## src/rtl/layer_pass_sequencer_pkg.sv

```systemverilog
// layer_pass_sequencer_pkg: sequencer states and mapping_param field layout shared with the pass controller
package layer_pass_sequencer_pkg;
  typedef enum logic [2:0] {IDLE, LOAD, ISSUE, WAIT, ADVANCE, DONE} seq_state_e;
  localparam int E_LSB = 12;
  localparam int E_W = 5;
  localparam int P_LSB = 9;
  localparam int P_W = 3;
  localparam int Q_LSB = 6;
  localparam int Q_W = 3;
  localparam int R_LSB = 3;
  localparam int R_W = 3;
  localparam int T_LSB = 0;
  localparam int T_W = 3;
  function automatic logic [5:0] field_prod(input logic [2:0] a, input logic [2:0] b);
    return {3'b0, a} * {3'b0, b};
  endfunction
endpackage

```

## src/rtl/layer_pass_sequencer_seq_addr_accum.sv

```systemverilog
// seq_addr_accum: address register that reloads its base or advances by a stride, wrapping modulo 2^ADDR_W
module seq_addr_accum #(
  parameter int ADDR_W = 32
) (
  input  logic              clk,
  input  logic              rst,
  input  logic              load,
  input  logic              step,
  input  logic [ADDR_W-1:0] base,
  input  logic [ADDR_W-1:0] stride,
  output logic [ADDR_W-1:0] addr
);
  always_ff @(posedge clk or posedge rst)
    if (rst) addr <= '0;
    else if (load) addr <= base;
    else if (step) addr <= addr + stride;
endmodule

```

## src/rtl/layer_pass_sequencer.sv

```systemverilog
// layer_pass_sequencer: splits a layer into output-group x input-group passes and drives the pass controller
module layer_pass_sequencer
  import layer_pass_sequencer_pkg::*;
#(
  parameter int ADDR_W = 32,
  parameter int CNT_W = 10
) (
  input  logic                 clk,
  input  logic                 rst,
  input  logic                 layer_start,
  input  logic [31:0]          layer_op_config,
  input  logic [31:0]          layer_mapping_param,
  input  logic [31:0]          layer_shape_param1,
  input  logic [31:0]          layer_shape_param2,
  input  logic [CNT_W-1:0]     layer_M,
  input  logic [CNT_W-1:0]     layer_C,
  input  logic [ADDR_W-1:0]    filter_base,
  input  logic [ADDR_W-1:0]    ifmap_base,
  input  logic [ADDR_W-1:0]    bias_base,
  input  logic [ADDR_W-1:0]    opsum_base,
  input  logic [ADDR_W-1:0]    filter_pass_stride,
  input  logic [ADDR_W-1:0]    ifmap_cgrp_stride,
  input  logic [ADDR_W-1:0]    bias_mgrp_stride,
  input  logic [ADDR_W-1:0]    opsum_mgrp_stride,
  input  logic                 pass_done,
  output logic                 pass_start,
  output logic [31:0]          pass_op_config,
  output logic [31:0]          pass_mapping_param,
  output logic [31:0]          pass_shape_param1,
  output logic [31:0]          pass_shape_param2,
  output logic                 pass_bias_ipsum_sel,
  output logic [ADDR_W-1:0]    pass_filter_baseaddr,
  output logic [ADDR_W-1:0]    pass_ifmap_baseaddr,
  output logic [ADDR_W-1:0]    pass_bias_baseaddr,
  output logic [ADDR_W-1:0]    pass_opsum_baseaddr,
  output logic                 busy,
  output logic                 layer_done,
  output logic [2*CNT_W-1:0]   pass_idx
);
  seq_state_e state, state_nx;
  logic [31:1] op_q;
  logic [31:0] map_q, sh1_q, sh2_q;
  logic [CNT_W-1:0] m_q, c_q, m_ct, c_ct;
  logic [CNT_W:0] m_acc, c_acc;
  logic [ADDR_W-1:0] fb_q, ib_q, bb_q, ob_q, fs_q, is_q, bs_q, os_q;
  logic [5:0] pt, qr;
  logic accept, load, adv, c_more, m_more;
  assign pt = field_prod(map_q[P_LSB +: P_W], map_q[T_LSB +: T_W]);
  assign qr = field_prod(map_q[Q_LSB +: Q_W], map_q[R_LSB +: R_W]);
  assign c_more = (c_acc + {{(CNT_W-5){1'b0}}, qr}) < {1'b0, c_q};
  assign m_more = (m_acc + {{(CNT_W-5){1'b0}}, pt}) < {1'b0, m_q};
  assign accept = (state == IDLE) && layer_start;
  assign load = state == LOAD;
  assign adv = state == ADVANCE;
  always_ff @(posedge clk or posedge rst)
    if (rst) state <= IDLE;
    else state <= state_nx;
  always_comb begin
    state_nx = state;
    pass_start = state == ISSUE;
    layer_done = state == DONE;
    busy = state != IDLE;
    case (state)
      IDLE:    state_nx = layer_start ? LOAD : IDLE;
      LOAD:    state_nx = (m_q == '0 || c_q == '0) ? DONE : ISSUE;
      ISSUE:   state_nx = WAIT;
      WAIT:    state_nx = pass_done ? ADVANCE : WAIT;
      ADVANCE: state_nx = (c_more || m_more) ? ISSUE : DONE;
      DONE:    state_nx = IDLE;
      default: state_nx = IDLE;
    endcase
  end
  // Layer descriptor snapshot; inputs are free to change once a layer is accepted.
  always_ff @(posedge clk or posedge rst)
    if (rst) begin
      op_q <= '0;
      map_q <= '0;
      sh1_q <= '0;
      sh2_q <= '0;
      m_q <= '0;
      c_q <= '0;
      fb_q <= '0;
      ib_q <= '0;
      bb_q <= '0;
      ob_q <= '0;
      fs_q <= '0;
      is_q <= '0;
      bs_q <= '0;
      os_q <= '0;
    end else if (accept) begin
      op_q <= layer_op_config[31:1];
      map_q <= layer_mapping_param;
      sh1_q <= layer_shape_param1;
      sh2_q <= layer_shape_param2;
      m_q <= layer_M;
      c_q <= layer_C;
      fb_q <= filter_base;
      ib_q <= ifmap_base;
      bb_q <= bias_base;
      ob_q <= opsum_base;
      fs_q <= filter_pass_stride;
      is_q <= ifmap_cgrp_stride;
      bs_q <= bias_mgrp_stride;
      os_q <= opsum_mgrp_stride;
    end
  // Input-channel groups form the inner loop; wrapping it steps the output-channel group.
  always_ff @(posedge clk or posedge rst)
    if (rst) begin
      m_ct <= '0;
      c_ct <= '0;
      m_acc <= '0;
      c_acc <= '0;
      pass_idx <= '0;
      pass_bias_ipsum_sel <= 1'b0;
    end else if (load) begin
      m_ct <= '0;
      c_ct <= '0;
      m_acc <= '0;
      c_acc <= '0;
      pass_idx <= '0;
      pass_bias_ipsum_sel <= 1'b1;
    end else if (adv) begin
      if (c_more) begin
        c_ct <= c_ct + 1'b1;
        c_acc <= c_acc + {{(CNT_W-5){1'b0}}, qr};
        pass_bias_ipsum_sel <= 1'b0;
      end else if (m_more) begin
        c_ct <= '0;
        c_acc <= '0;
        pass_bias_ipsum_sel <= 1'b1;
        m_ct <= m_ct + 1'b1;
        m_acc <= m_acc + {{(CNT_W-5){1'b0}}, pt};
      end
      if (c_more || m_more) pass_idx <= pass_idx + 1'b1;
    end
  seq_addr_accum #(.ADDR_W(ADDR_W)) u_filter (
    .clk(clk), .rst(rst), .load(load), .step(adv && (c_more || m_more)),
    .base(fb_q), .stride(fs_q), .addr(pass_filter_baseaddr)
  );
  seq_addr_accum #(.ADDR_W(ADDR_W)) u_ifmap (
    .clk(clk), .rst(rst), .load(load || (adv && !c_more && m_more)), .step(adv && c_more),
    .base(ib_q), .stride(is_q), .addr(pass_ifmap_baseaddr)
  );
  seq_addr_accum #(.ADDR_W(ADDR_W)) u_bias (
    .clk(clk), .rst(rst), .load(load), .step(adv && !c_more && m_more),
    .base(bb_q), .stride(bs_q), .addr(pass_bias_baseaddr)
  );
  seq_addr_accum #(.ADDR_W(ADDR_W)) u_opsum (
    .clk(clk), .rst(rst), .load(load), .step(adv && !c_more && m_more),
    .base(ob_q), .stride(os_q), .addr(pass_opsum_baseaddr)
  );
  assign pass_op_config = {op_q, pass_start};
  assign pass_mapping_param = map_q;
  assign pass_shape_param1 = sh1_q;
  assign pass_shape_param2 = sh2_q;
endmodule
```

## config.mk

```make
export PLATFORM = sky130hd
export DESIGN_NAME = layer_pass_sequencer
export DESIGN_NICKNAME = d
export VERILOG_FILES = /design/src/rtl/layer_pass_sequencer_pkg.sv /design/src/rtl/layer_pass_sequencer_seq_addr_accum.sv /design/src/rtl/layer_pass_sequencer.sv
export SDC_FILE = /design/constraint.sdc
export NUM_CORES = 1
export LEC_CHECK = 0
export BUFFER_PORTS_ARGS = -buffer_cell sky130_fd_sc_hd__buf_2
export CORE_AREA = 2 2 264 266
export CTS_CLUSTER_DIAMETER = 100
export CTS_CLUSTER_SIZE = 20
export DETAILED_ROUTE_END_ITERATION = 10
export DIE_AREA = 0 0 266 268
export PLACE_DENSITY_LB_ADDON = 0.25
export SLEW_MARGIN = 40
export SYNTH_ARGS = -nofsm -noshare
export SYNTH_HDL_FRONTEND = slang
export SYNTH_SLANG_ARGS = --single-unit
```

## constraint.sdc

```tcl
create_clock -name clk -period 45.3 [get_ports clk]
set_clock_uncertainty 0.05 [all_clocks]
set_input_delay 4.53 -clock clk [delete_from_list [all_inputs] [get_ports clk]]
set_output_delay 4.53 -clock clk [all_outputs]
set_load 0.005 [all_outputs]
```

==> Yosys cells after proc, flatten, opt, wreduce, memory -nomap -nowiden <==
Cells that the tools add are included.
{ "totals": {"regBits": 577, "input_bits": 408, "output_inout_bits": 280, "wordCells": 91} }
{ "classes": {"n_addsub": 7, "n_mul": 2, "n_lt_le_gt_ge": 2, "eq_ne": 6, "muxes": 28, "n_reduce_logical": 23} }
{ "ops": {"columns": ["operator", "count"], "rows": [
  ["$mux 32", 8],
  ["$add 32x32->32", 4],
  ["$mux 11", 8],
  ["$mux 20", 3],
  ["$add 11x6->11", 2],
  ["$lt 11x10->1", 2],
  ["$add 20x1->20 const B", 1],
  ["$logic_not 10->1", 2],
  ["$pmux 3 s5", 1],
  ["$mul 3x3->6", 2],
  ["$reduce_bool 2->1", 6],
  ["$mux 3", 3],
  ["$eq 3x2->1 const B", 2],
  ["$eq 3x3->1 const B", 2],
  ["$reduce_bool 3->1", 2],
  ["$logic_and 1x1->1", 5],
  ["$mux 1", 5],
  ["$reduce_and 2->1", 2],
  ["$eq 3x1->1 const B", 1],
  ["$logic_not 3->1", 1],
  ["$logic_or 1x1->1", 3],
  ["$reduce_and 3->1", 1],
  ["$ne 2x2->1 const B", 1],
  ["$logic_not 1->1", 1]
]} }

==> Depth between registers and ports, before layout <==
{ "logic_depth": {"ltp_word": 8, "depth_mapped": 24, "depth_no_buf": 22} }

==> Cells and area by module <==
From an unflattened synthesis, not the netlist that was laid out.
{ "unflattened": {"hier_cells": 2742, "area_unflattened_um2": 30629.4} }
{ "modules_own_cells": {"columns": ["module", "instances", "cells_each", "area_each_um2"], "rows": [
  ["layer_pass_sequencer", 1, 1280, 18467.7],
  ["seq_addr_accum at u_bias ...", 2, 382, 3124.2],
  ["seq_addr_accum at u_ifmap ...", 2, 349, 2956.6]
]} }

==> Least setup slack after synthesis <==
Ideal clock, no wire load.
{ "synth_path": {"path_type": "in2reg", "start": "input layer_start", "end": "register bs_q[0]", "setup_ns": 0.125, "arrival_ns": 5.978, "required_time_ns": 45.125, "path_slack_ns": 39.147, "path_stages": 6, "cell_sequence": "inv_1 -> nor2_1 -> clkbuf_1 -> clkbuf_1 -> clkbuf_1 -> mux2_2"} }
{ "synth_via": {"elab_chain_cells": 1} }
{ "synth_rtl": {"columns": ["element", "line_no", "source"], "rows": [
  ["start, declared", "layer_pass_sequencer.sv:10", "input logic layer_start,"],
  ["$logic_and 1x1->1", "layer_pass_sequencer.sv:52", "assign accept = (state == IDLE) && layer_start;"],
  ["end signal, assigned", "layer_pass_sequencer.sv:103", "bs_q <= bias_mgrp_stride;"],
  ["end, declared", "layer_pass_sequencer.sv:45", "logic [ADDR_W-1:0] fb_q, ib_q, bb_q, ob_q, fs_q, is_q, bs_q, os_q;"]
]} }
Every way passes these cells.
A chain may end at the register's enable or synchronous reset.

==> Worst setup path in the final report <==
{ "layout_path": {"start": "input layer_start", "end": "register bs_q[11]"} }
Same word-level chain as after synthesis.

==> metrics.md <==
| Metric | Value |
|---|---|
| Placed cells | `4110` |
| CP required | `45.70 ns` |
| Post-synth cell types | `between 80 and 90` |
| Most used DFF post-synth | `dfrtp_1` |
| Cell count after synthesis | `between 2000 and 3000` |
| Final wirelength | `83900 µm` |
| Vias in the first global route | `roughly 23000` |
| GRT Total Usage | `22.9%` |
| Routability congestion estimate | `0.886` |
| Clock-pin slew on the worst setup and hold paths | `around 0.09 ns` |
| Post-Layout Cell Count | `4177` |
| CP arrival | `7.67 ns` |
| Residual DRC | `0` |
| Unrepaired setup endpoints after global routing | `no` |
| # nets final | `just under 4000` |
| Register area share after synthesis | `48.5%` |
| Synth async-reset ratio | `100%` |
| IO Count | `around 690` |
| Slowest stage cell on the critical path | `buf_4` |
| Worst r2r src | `pass_mapping_param[8]` |
| Fin crit period | `7.27 ns` |
| Worst hold stages | `2` |
| Post-synth top area cell | `dfrtp_1` |
| Slew headroom | `between 40 and 50%` |
| FF-to-FF End | `u_bias.addr[28]` |
| Die Span Y | `268 µm` |
| Setup crit start kind | `input port` |
| Crit end category | `register` |
| Post-synth net total | `between 3000 and 4000` |
| Area grow syn2layout | `18.5%` |
| IO Port Bufs | `roughly 690` |
| Placed cell area | `around 34000 µm²` |
| Remaining antenna violation count after routing | `0` |
| CTS tree | `built` |
| Worst setup path startpoint | `layer_start` |
| Final period utilization | `16.0%` |
| EDFF count, synth | `0` |
| CTS max path bufs | `3` |
| Synth warn | `0` |
| Top cell type's share of synthesized area | `48.5%` |
| Pre-antenna DRT Iters | `5` |
| Fin util | `51.7%` |
| Full die area | `between 70000 and 80000 µm²` |
| Slowest stage delay, CP | `0.72 ns` |
| Peak Freq | `approximately 140 MHz` |
| Synth cell count leaders | `577 x dfrtp_1, 381 x mux2_2, 169 x nand2_1` |
| Final Hold Vio Count | `0` |
| Inserted Clock Buffers | `36` |
| DR WL/cell | `between 20 and 25 µm` |
| Clock Tree Root | `clkbuf_16` |
| Pwr/cell area | `80.6 nW/µm²` |
| Clock Latency Late Sink | `0.57 ns` |
| VDD IR max | `47.0 µV` |
| Post-CTS Setup Bufs | `0` |
| Largest net degree at the start of global routing | `124` |
| First-pass GRT wire length | `approximately 130000 µm` |
| Fillers | `6261` |
| Proportion of layout cells with a drive suffix above 1 | `35.5%` |
| Setup violators final | `0` |
| Status | `completed` |
| Top cells by area, synth | `dfrtp_1 49%, mux2_2 14%, ha_1 6.8%, o21ai_0 2.5%, a21oi_1 2.3%` |
| Yosys reg bits | `577` |
| Worst R2R Setup Slack | `38.60 ns` |
| Worst-margin pin slew | `0.810 ns` |
| TNS Setup | `0 ns` |
| CP max FO | `71` |
| Critical path class | `input port to register` |
| Final Max Tran Viols | `0` |
| Cell area after layout | `35300 µm²` |
| Starting DRT DRC Count | `1369` |
| Crit path to | `bs_q[11]` |
| Leak Pwr | `16.8 nW` |
| Max-Cap Viols | `0` |
| Mapped cell area | `a little under 30000 µm²` |
| Initial antenna violation count | `32` |
| Cells on worst reg2reg path | `24` |
| H-tree Lvls | `2` |
| HP Class | `register to register` |
| Count leader, synth | `dfrtp_1` |
| Cts repair resizes | `0` |
| Die width | `266 µm` |
| Starting Density | `43.6%` |
| Critical-path cell list | `buf_2, inv_1, nor2_4, buf_8, buf_6, buf_6, buf_4, mux2_2` |
| Vias | `approximately 23000` |
| Vias/cell | `~5.4` |
| Mapped Avg Cell Area | `roughly 11 µm²` |
| DP Wirelength | `61900 µm` |
| Grt ovf | `0` |
| CORE AREA | `~70000 µm²` |
| Row count | `96` |
| Sinks on the clock net | `577` |
| Most common cell type on the critical path | `buf_6` |
| # hold bufs at CTS | `0` |
worst max-delay path, delay by kind of cell:
| kind | cells | cell delay, ns |
|---|---|---|
| mux | 1 | 0.41 |
| simple gates | 1 | 0.39 |
| buf+inv | 6 | 2.14 |
worst min path at each step:
stage                        startpoint                  end  slack, ns
detailed placement              fb_q[1]     u_filter.addr[1]       0.42
finish                          fb_q[1]     u_filter.addr[1]       0.44
global placement    pass_bias_ipsum_sel  pass_bias_ipsum_sel       0.41
global route                    ob_q[7]      u_opsum.addr[7]       0.46
floorplan                       fb_q[4]     u_filter.addr[4]       0.40
CTS                             fb_q[1]     u_filter.addr[1]       0.44
kinds of logic after synthesis:
kind of cell,synth area share (%)
compound gates,14.3
flops,48.5
simple gates,8.52
mux,14.6
buf+inv,2.77
fa+ha+maj,7.71
xor+xnor,3.59
sequential cells by signal, summed over array words and instances (netlist names):
signal               count
bs_q                    32
c_acc                   11
fb_q                    32
u_ifmap.addr            32
pass_mapping_param      32
is_q                    32
u_opsum.addr            32
state                    3
m_q                     10
m_acc                   11
u_filter.addr           32
pass_bias_ipsum_sel      1
c_q                     10
pass_shape_param2       32
ib_q                    32
pass_idx                20
os_q                    32
u_bias.addr             32
bb_q                    32
ob_q                    32
fs_q                    32
pass_shape_param1       32
op_q                    31
report_power, final:
group / internal, mW / switching [mW] / total, mW
sequential: 0.763 / 0.169 / 0.932
combinational: 0.741 / 0.829 / 1.57
clock: 0.158 / 0.182 / 0.340
total: 1.66 / 1.18 / 2.84
layout by cell type, fill, tap and decap left out, types with 22 or more instances in the layout:
cell type	instances
nand3_1	45
nor2b_1	22
inv_1	90
a221o_1	30
ha_1	161
a21oi_1	137
mux2_2	381
xor2_1	54
a31oi_1	30
buf_2	686
nand2b_1	26
a22oi_1	58
nand2_1	169
a21o_1	59
o21ai_0	149
xnor2_1	68
nor2_1	128
clkbuf_16	37
nor3_1	27
dfrtp_1	577
metrics by stage:
stage	total power [mW]	worst slack (ns)	hold slack, ns
floorplan	2.05	24.58	0.395
global placement	2.48	36.63	0.410
detailed placement	2.51	37.04	0.422
CTS	2.86	37.65	0.443
global route	3.08	37.87	0.459
finish	2.84	38.03	0.439
routing by layer:
layer	up-vias	part of all wire, %	track usage (%)
li1	10900	-	-
met1	11200	43	29.3
met2	570	48	38.2
met3	120	6.6	5.96
met4	30	2.5	6.59
met5	-	0.23	0
final cells by class:
class	count	area, µm²	area share [%]
Timing Repair Buffer	711	3730	10.6
Antenna cell	17	42.5	0.121
Multi-Input combinational cell	1850	14600	41.3
Inverter	91	354	1.00
Sequential cell	577	14400	40.9
Tap cell	882	1100	3.13
Clock buffer	41	951	2.70
Clock inverter	8	93.8	0.266
No activity file was read; power rests on OpenSTA's default activity.
